`src/rtl/tlb_inv_seq.sv`:
```
// INVTLB sequencer: walks every TLB entry once per request and clears the E bit
// of each valid entry that matches the latched FlushOp, holding busy until done.
module tlb_inv_seq #(
   parameter int unsigned TLBNUM      = 16,
   parameter int unsigned TLBNUMSIZE  = $clog2(TLBNUM),
   localparam int unsigned OP_W       = 3,
   localparam int unsigned ASID_W     = 10,
   localparam int unsigned VA_W       = 32,
   localparam int unsigned PS_W       = 6,
   localparam int unsigned VPPN_W     = 19
) (
   input  logic                  aclk,
   input  logic                  reset,
   input  logic                  start,
   input  logic [OP_W-1:0]       op,
   input  logic [ASID_W-1:0]     asid,
   input  logic [VA_W-1:0]       va,
   output logic [TLBNUMSIZE-1:0] rd_idx,
   input  logic                  rd_e,
   input  logic                  rd_g,
   input  logic [ASID_W-1:0]     rd_asid,
   input  logic [PS_W-1:0]       rd_ps,
   input  logic [VPPN_W-1:0]     rd_vppn,
   output logic                  inv_we,
   output logic [TLBNUMSIZE-1:0] inv_idx,
   output logic                  busy,
   output logic                  done,
   output logic                  err
);

   localparam int unsigned HUGE_VPN_W = 10;
   localparam logic [TLBNUMSIZE-1:0] LAST_IDX = TLBNUMSIZE'(TLBNUM - 1);
   localparam logic [OP_W-1:0]       OP_ILLEGAL = OP_W'(7);
   localparam logic [PS_W-1:0]       PS_4K = PS_W'(12);

   typedef enum logic [1:0] {
      ST_IDLE,
      ST_WALK,
      ST_DONE
   } state_e;

   state_e                  state_q, state_d;
   logic [TLBNUMSIZE-1:0]   rd_idx_q, rd_idx_d;
   logic                    busy_q, busy_d;
   logic                    done_q, done_d;
   logic                    err_q, err_d;
   logic [OP_W-1:0]         op_q, op_d;
   logic [ASID_W-1:0]       asid_q, asid_d;
   logic [VPPN_W-1:0]       vpn_q, vpn_d;

   // Only the page-number part of the operand address takes part in matching.
   logic unused_va_lo;
   assign unused_va_lo = ^va[VA_W-VPPN_W-1:0];

   always_ff @(posedge aclk) begin
      if (reset) begin
         state_q  <= ST_IDLE;
         rd_idx_q <= '0;
         busy_q   <= 1'b0;
         done_q   <= 1'b0;
         err_q    <= 1'b0;
         op_q     <= '0;
         asid_q   <= '0;
         vpn_q    <= '0;
      end else begin
         state_q  <= state_d;
         rd_idx_q <= rd_idx_d;
         busy_q   <= busy_d;
         done_q   <= done_d;
         err_q    <= err_d;
         op_q     <= op_d;
         asid_q   <= asid_d;
         vpn_q    <= vpn_d;
      end
   end

   // Next state; busy/done/err are computed for the coming state so they register cleanly.
   always_comb begin
      state_d  = state_q;
      rd_idx_d = rd_idx_q;
      busy_d   = 1'b0;
      done_d   = 1'b0;
      err_d    = 1'b0;
      op_d     = op_q;
      asid_d   = asid_q;
      vpn_d    = vpn_q;
      case (state_q)
         ST_IDLE: begin
            rd_idx_d = '0;
            if (start) begin
               if (op == OP_ILLEGAL) begin
                  state_d = ST_DONE;
                  done_d  = 1'b1;
                  err_d   = 1'b1;
               end else begin
                  state_d = ST_WALK;
                  busy_d  = 1'b1;
                  op_d    = op;
                  asid_d  = asid;
                  vpn_d   = va[VA_W-1:VA_W-VPPN_W];
               end
            end
         end
         ST_WALK: begin
            if (rd_idx_q == LAST_IDX) begin
               state_d  = ST_DONE;
               done_d   = 1'b1;
               rd_idx_d = '0;
            end else begin
               rd_idx_d = rd_idx_q + TLBNUMSIZE'(1);
               busy_d   = 1'b1;
            end
         end
         ST_DONE: begin
            state_d  = ST_IDLE;
            rd_idx_d = '0;
         end
         default: begin
            state_d  = ST_IDLE;
            rd_idx_d = '0;
         end
      endcase
   end

   logic asid_hit_c;
   logic va_hit_c;
   logic match_c;

   // FlushOp rule applied to the entry currently on the read port.
   always_comb begin
      asid_hit_c = (rd_asid == asid_q);
      if (rd_ps == PS_4K) begin
         va_hit_c = (rd_vppn == vpn_q);
      end else begin
         va_hit_c = (rd_vppn[VPPN_W-1:VPPN_W-HUGE_VPN_W] == vpn_q[VPPN_W-1:VPPN_W-HUGE_VPN_W]);
      end
      case (op_q)
         3'd0, 3'd1: match_c = 1'b1;
         3'd2:       match_c = rd_g;
         3'd3:       match_c = !rd_g;
         3'd4:       match_c = !rd_g && asid_hit_c;
         3'd5:       match_c = !rd_g && asid_hit_c && va_hit_c;
         3'd6:       match_c = (rd_g || asid_hit_c) && va_hit_c;
         default:    match_c = 1'b0;
      endcase
   end

   assign inv_we  = (state_q == ST_WALK) && match_c && rd_e;
   assign inv_idx = rd_idx_q;
   assign rd_idx  = rd_idx_q;
   assign busy    = busy_q;
   assign done    = done_q;
   assign err     = err_q;

endmodule

```
`config.mk`:
```
export PLATFORM = sky130hd
export DESIGN_NAME = tlb_inv_seq
export DESIGN_NICKNAME = d
export VERILOG_FILES = /design/src/rtl/tlb_inv_seq.sv
export SDC_FILE = /design/constraint.sdc
export NUM_CORES = 1
export LEC_CHECK = 0
export CORE_ASPECT_RATIO = 0.5
export CORE_MARGIN = 3
export CORE_UTILIZATION = 25
export DETAILED_ROUTE_END_ITERATION = 7
export MAX_ROUTING_LAYER = met4
export SKIP_CTS_REPAIR_TIMING = 1
export SKIP_LAST_GASP = 1
export SLEW_MARGIN = 10
export SYNTH_ARGS = -nofsm -noshare
export SYNTH_HDL_FRONTEND = slang
export SYNTH_SLANG_ARGS = --single-unit
```
`constraint.sdc`:
```
create_clock -name aclk -period 4.6 [get_ports aclk]
set_input_delay 0.92 -clock aclk [delete_from_list [all_inputs] [get_ports aclk]]
set_output_delay 0.92 -clock aclk [all_outputs]
set_load 0.01 [all_outputs]
```
# After elaboration in Yosys (flattened, before gate mapping)
# Cells that the tools add are included.
word_totals:
  ff_bits: 41
  out_inout_bits: 12
  wordCells: 55
classes:
  add_sub_neg: 1
  n_eq_ne: 15
  n_mux: 14
  bitwise: 3
  reduce_logical: 14
op_table:
  columns: ["cell", "count"]
  rows:
  - ["== test 10 bit", 2]
  - ["== test 19 bit", 1]
  - ["== test 3 bit, second input constant", 4]
  - ["2-to-1 mux 1 bit", 7]
  - ["== test 3 x 2 -> 1 bit, second input constant", 2]
  - ["== test 6 x 4 -> 1 bit, second input constant", 1]
  - ["2-to-1 mux 2 bit", 3]
  - ["case mux 1 bit (6 select lines)", 1]
  - ["logical AND 1 bit", 5]
  - ["adder 4 x 1 -> 4 bit, second input constant", 1]
  - ["== test 4 bit, second input constant", 1]
  - ["inequality test 2 bit, second input constant", 2]
  - ["case mux 1 bit (2 select lines)", 2]
  - ["case mux 2 bit (2 select lines)", 1]
  - ["OR reduction 2 bit", 2]
  - ["== test 3 x 1 -> 1 bit, second input constant", 1]
  - ["logical NOT 3 bit", 1]
  - ["NOT 1 bit", 3]
  - ["AND reduction 3 bit", 1]
  - ["OR reduction 3 bit", 1]
  - ["== test 2 x 1 -> 1 bit, second input constant", 1]
  - ["logical NOT 2 bit", 1]
  - ["AND reduction 2 bit", 1]
  - ["logical NOT 1 bit", 1]
  - ["logical OR 1 bit", 1]

# Logic depth before layout (Yosys ltp)
# Gate-level depths: netlist (run 1).
depth:
  depth_word: 6
  depth_mapped: 6
  depth_no_buf: 5

# Worst setup path after synthesis (run 1)
# No wires, ideal clock.
synth_timing:
  path_kind: "input port to output port"
  startpoint: "in rd_asid[7]"
  endpoint: "out inv_we"
  t_arrival_ns: 2.044
  required_ns: 3.680
  path_slack_ns: 1.636
  path_stages: 5
  cell_sequence: "xor2_1 > or4_1 > nor3_2 > a21oi_1 > o22ai_1"
synth_between:
  elab_chain_len: 6
synth_rtl:
  columns: ["element", "line_no", "source"]
  rows:
  - ["start: declaration", "21", "input logic [ASID_W-1:0] rd_asid,"]
  - ["== test 10 bit *", "131", "asid_hit_c = (rd_asid == asid_q);"]
  - ["logical OR 1 bit / logical AND 1 bit (equally long branches)", "143, 141, 142", null]
  - ["logical AND 1 bit (on tied branches)", "143, 142", null]
  - ["case mux 1 bit (6 select lines) *", "137", "case (op_q)"]
  - ["logical AND 1 bit * (2 in a row)", "148", "assign inv_we = (state_q == ST_WALK) && match_c && rd_e;"]
  - ["end: declaration", "24", "output logic inv_we,"]
# Mark *: on every way between the ends. The rest lies on a longest branch, timed or not.

# Final worst setup path (run 1)
# Ends and elaborated chain as after synthesis.

==> results of run 1 <==
==> through the flow <==
step / power [W] / setup slack, ns / instances
4_1_cts: 0.000954 / 0.606 / 397
6_report: 0.000940 / 0.643 / 397
3_5_place_dp: 0.000572 / 0.612 / 390
5_1_grt: 0.000992 / 0.537 / 397
2_1_floorplan: 0.000482 / 1.64 / 227
3_3_place_gp: 0.000568 / 0.624 / 390
==> Yosys cell counts <==
cell	number
inv_1	2
xor2_1	8
a41oi_1	1
buf_4	4
or4_1	1
o22ai_1	1
a31o_2	1
nand4b_1	1
and3_1	1
a21oi_1	30
o41ai_1	1
a211oi_1	1
clkbuf_1	7
buf_2	3
o21ai_0	2
nor2_1	11
nand4_1	7
nor3_2	1
a21boi_0	2
ha_1	1
nand2b_1	2
nand2_1	59
nor2b_1	1
dfxtp_1	41
nor4_1	2
nor3_1	3
xnor2_1	24
a31oi_1	2
nand3_1	7
==> sequential cells by signal, summed over array words and instances (netlist names) <==
| name | count |
|---|---|
| state_q | 2 |
| op_q | 3 |
| busy | 1 |
| err | 1 |
| done | 1 |
| inv_idx | 4 |
| asid_q | 10 |
| vpn_q | 19 |
==> worst max-delay path by stage <==
stage	endpoint	slack [ns]	cells past startpoint
3_3_place_gp	inv_we	0.62	7
5_1_grt	inv_we	0.54	7
4_1_cts	inv_we	0.61	7
2_1_floorplan	inv_we	1.64	5
3_5_place_dp	inv_we	0.61	7
6_report	inv_we	0.64	7
==> area by class of cell <==
type,count,area (µm²),area share
flip-flops and latches,41,821,0.283
clock buffers,5,125,0.0432
inverters,2,7.51,0.00259
well taps,92,115,0.0397
clock inverters,2,35.0,0.0121
repair buffers,85,846,0.292
multi-input cells,170,947,0.327
==> power groups by stage <==
stage               logic (W)  clock network, W  registers [W]
finish               0.000165          0.000378       0.000397
global route         0.000183          0.000409       0.000400
CTS                  0.000168          0.000388       0.000397
detailed placement   0.000167                 0       0.000405
global placement     0.000165                 0       0.000404
floorplan           0.0000801                 0       0.000402
==> routing by layer <==
metal	GRT usage	up-vias	routed length, µm
met5	-	-	0
met4	0.0201	0	0
met3	0.0280	0	155
met2	0.216	17	2680
met1	0.132	815	2160
li1	-	910	-
==> tightest hold or removal path: cells and delay by family, from the launching register on <==
kind	cells	cell delay, ns
flip-flops	1	0.31
AO/OA/AOI/OAI	1	0.05
AND/OR/NAND/NOR	1	0.05
==> logic make-up (layout without fill, tap and decap cells) <==
family          count (synthesis)  in the layout  synth area share
simple gates                   96             96             0.228
fa+ha+maj                       1              1           0.00680
compound gates                 41             41             0.124
flops                          41             41             0.446
xor+xnor                       32             32             0.152
buf+inv                        16             94            0.0428
==> flow_metrics.tcl, run 1 <==
set metrics [dict create \
    port_buffers 83 \
    cts-buffers-inserted 5 \
    p_clk_frac 0.402 \
    ios 97 \
    period_needed_ns 3.96 \
    fmax_ghz 0.253 \
    ant_nets 0 \
    ff2ff_setup_slack_ns 2.99 \
    synth_area_um2 1840 \
    dp_hpwl_mm 3.78 \
    relSlewSlack 0.551 \
    swShare 0.225 \
    placed_area_um2 2740 \
    final_util 0.419 \
    p_switching_w 0.000212 \
    finalCritPeriodShare 0.860 \
    drc_errors 0 \
    avgSynthCellArea_um2 8.11 \
    clkLatencyLatePin_ns 0.27 \
    pwr-share-comb 0.176 \
    cp_top_family "buffers and inverters" \
    firstDrtPassIters 6 \
    root_buffer "clkbuf_16" \
    p_per_area_nw_per_um2 325 \
    rsz0062_at_grt "false" \
    cpMostUsedCell "clkdlybuf4s50_1" \
    syn-num-nets 313 \
    fillers 716 \
    yosys_warnings 0 \
    synth_top_area_frac 0.446 \
    detail_route.wl_per_cell_um 12.6 \
    status "completed" \
    cp-end-kind "primary output" \
    gp_congestion 0.757 \
    r2r_end "vpn_q[13]" \
    yosys.area.top_type "dfxtp_1" \
    crit_path_max_incr_delay_ns 0.56 \
    intPower_w 0.000729 \
    yosysSeqAreaShare 0.446 \
    dieArea_um2 8490 \
    num_rows 21 \
    worst_slew_pin_slew_ns 0.673 \
    diodes 0 \
    whs_path_depth 2 \
    final_net_count 391 \
    crit_path_cell_trace "clkdlybuf4s50_1 -> xor2_1 -> or4_1 -> nor3_2 -> a21oi_1 -> o22ai_1 -> clkdlybuf4s50_1" \
    drtIter0Drc 104 \
    coreArea_um2 6910 \
    vias_per_cell 4.39 \
    min_to "vpn_q[2]" \
    ctsHtreeMaxLevel 2 \
    first_global_vias 1689 \
    leakage_nw 1.02 \
    syn_inst 227 \
    start_kind "input pin" \
    worst-setup-path-type "in -> out" \
    cp.required_ns 3.68 \
    fin_skew_ns 0.00376 \
    setup_viol 0 \
    tns_ns 0 \
    hp-start "vpn_q[2]" \
    ys_ff_latch 41 \
    hp-class "reg -> reg" \
    synth_area_leaders "dfxtp_1 45%, nand2_1 12%, xnor2_1 11%" \
    crit_path_start "rd_asid[7]" \
    final_cell_mix "83 x clkdlybuf4s50_1, 59 x nand2_1, 41 x dfxtp_1" \
    max-clock-path-buffers 2 \
    timing.hold.ws_ns 0.465 \
    vias 1742 \
    drive_above_1_share 0.0393 \
    cp_num_buf_inv 2 \
    cts_tree "done" \
    cp.arrival_ns 3.04 \
    grt_first_pass_wirelength_mm 7.79 \
    grtUsageTotal 0.117 \
    clock_sinks 41 \
    overflow 0 \
    die_w_um 127 \
    p_seq_frac 0.422 \
    hold_viol 0 \
    design_area_um2 2900 \
    timing.rr.start "state_q[0]" \
    antenna_found_initial 0 \
    peakVddDrop_v 0.000206 \
    die_y_um 66.7 \
    slowest_stage "clkdlybuf4s50_1" \
    synth.distinct_cells 29 \
    drt_wl_total_mm 5.00 \
    grt_max_degree 37 \
    slew_violations 0 \
    clk_pin_slew_worst_paths_ns 0.05 \
    path_max_fanout 2 \
    initial_core_util 0.266 \
    area_growth_pct 57.4 \
    maxCapViolCount 0 \
    layout_commonest_cell "clkdlybuf4s50_1" \
    ff2ff_path_depth 5 \
]
(Power assumes the default switching activity.)
==> inputs of run 2 (changes only) <==
Settings changed: CORE_MARGIN 3 to 2.
==> run 2 against run 1 <==
Sequential power barely moved. Combinational power about the same. Global-route usage rose by 0.52 points. Count of clock-buffer cells in the layout unchanged. Sequential share of layout area grew 0.12 points. Wire length is 1.4% lower.
==> flow_metrics.tcl, run 2 (synthesis gave the netlist of run 1 again) <==
set metrics [dict create \
    ios 97 \
    rsz0062_at_grt "false" \
    drive_above_1_share 0.0425 \
    p_seq_frac 0.442 \
    cp.arrival_ns 3.04 \
    overflow 0 \
    firstDrtPassIters 4 \
    detail_route.wl_per_cell_um 12.3 \
    peakVddDrop_v 0.000174 \
    ctsHtreeMaxLevel 2 \
    timing.hold.ws_ns 0.466 \
    grtUsageTotal 0.122 \
    start_kind "input pin" \
    p_per_area_nw_per_um2 311 \
    finalCritPeriodShare 0.860 \
    worst-setup-path-type "in -> out" \
    diodes 0 \
    drc_errors 0 \
    port_buffers 83 \
    slew_violations 0 \
    grt_max_degree 33 \
    cts-buffers-inserted 5 \
    intPower_w 0.000676 \
    coreArea_um2 7240 \
    whs_path_depth 2 \
    ant_nets 0 \
    r2r_end "vpn_q[8]" \
    drt_wl_total_mm 4.93 \
    clkLatencyLatePin_ns 0.28 \
    area_growth_pct 56.7 \
    p_switching_w 0.000222 \
    hp-class "reg -> reg" \
    hp-start "vpn_q[14]" \
    timing.rr.start "state_q[0]" \
    maxCapViolCount 0 \
    status "completed" \
    clk_pin_slew_worst_paths_ns 0.06 \
    cts_tree "done" \
    fillers 728 \
    max-clock-path-buffers 2 \
    relSlewSlack 0.543 \
    initial_core_util 0.254 \
    path_max_fanout 2 \
    drtIter0Drc 115 \
    cp.required_ns 3.68 \
    vias_per_cell 4.38 \
    worst_slew_pin_slew_ns 0.684 \
    gp_congestion 0.813 \
    tns_ns 0 \
    clock_sinks 41 \
    min_to "vpn_q[14]" \
    first_global_vias 1737 \
    die_y_um 64.7 \
    hold_viol 0 \
    ff2ff_setup_slack_ns 3.00 \
    leakage_nw 1.01 \
    antenna_found_initial 0 \
    fmax_ghz 0.253 \
    final_net_count 391 \
    pwr-share-comb 0.185 \
    root_buffer "clkbuf_16" \
    setup_viol 0 \
    p_clk_frac 0.373 \
    vias 1760 \
    num_rows 22 \
    final_cell_mix "83 x clkdlybuf4s50_1, 59 x nand2_1, 41 x dfxtp_1" \
    dieArea_um2 8110 \
    largest_reg_flops 19 \
    die_w_um 125 \
    ff2ff_path_depth 5 \
    fin_skew_ns 0.00411 \
    cp-end-kind "primary output" \
    swShare 0.247 \
    top_register "vpn_q" \
    period_needed_ns 3.96 \
    dp_hpwl_mm 3.78 \
    layout_commonest_cell "clkdlybuf4s50_1" \
    grt_first_pass_wirelength_mm 7.98 \
]
-- run 2: cell count changes in the layout (fill, tap and decap cells not counted), sizes merged --
cell / previous run / this run
bufinv: 1 / 0
clkinvlp: 0 / 1
clkinv: 1 / 2
-- run 2: per-layer routing --
layer	global-route usage	vias to the layer above	wire [µm]
met5	-	-	0
met4	0.0319	0	27
met3	0.0215	2	106
met2	0.221	22	2520
met1	0.142	829	2270
li1	-	907	-
-- run 2: layout make-up --
cell class | count | area [µm²] | area share
repair buffers | 85 | 846 | 0.293
clock buffers | 5 | 125 | 0.0434
well taps | 96 | 120 | 0.0416
inverters | 2 | 7.51 | 0.00260
clock inverters | 3 | 17.5 | 0.00607
multi-input cells | 170 | 947 | 0.328
flip-flops and latches | 41 | 821 | 0.285
-- run 2: critical path, stage by stage --
cell	delay (ns)
clkdlybuf4s50_1	0.41
xor2_1	0.14
or4_1	0.51
nor3_2	0.21
a21oi_1	0.10
o22ai_1	0.17
clkdlybuf4s50_1	0.56
-- run 2: worst max-delay path by stage --
stage	startpoint	slack (ns)	to	depth (start not counted)
after global placement	rd_asid[7]	0.62	inv_we	7
after global routing	rd_asid[7]	0.54	inv_we	7
after floorplan	rd_asid[7]	1.64	inv_we	5
final	rd_asid[7]	0.64	inv_we	7
after detailed placement	rd_asid[7]	0.65	inv_we	7
after CTS	rd_asid[7]	0.65	inv_we	7
-- run 2: power groups by stage --
stage	Sequential, W	Combinational [W]	Clock (W)
floorplan	0.000402	0.0000801	0
global placement	0.000404	0.000165	0
detailed placement	0.000405	0.000167	0
CTS	0.000397	0.000168	0.000342
global route	0.000400	0.000183	0.000361
finish	0.000397	0.000166	0.000335
-- run 2: metrics by stage --
step	setup slack [ns]	std cells	cell area, µm²	total power (W)	utilization
finish	0.644	402	2880	0.000898	0.398
global route	0.535	402	2880	0.000943	0.398
CTS	0.649	402	2880	0.000907	0.398
detailed placement	0.653	394	2740	0.000572	0.379
global placement	0.622	394	2740	0.000569	0.379
floorplan	1.64	227	1840	0.000482	-
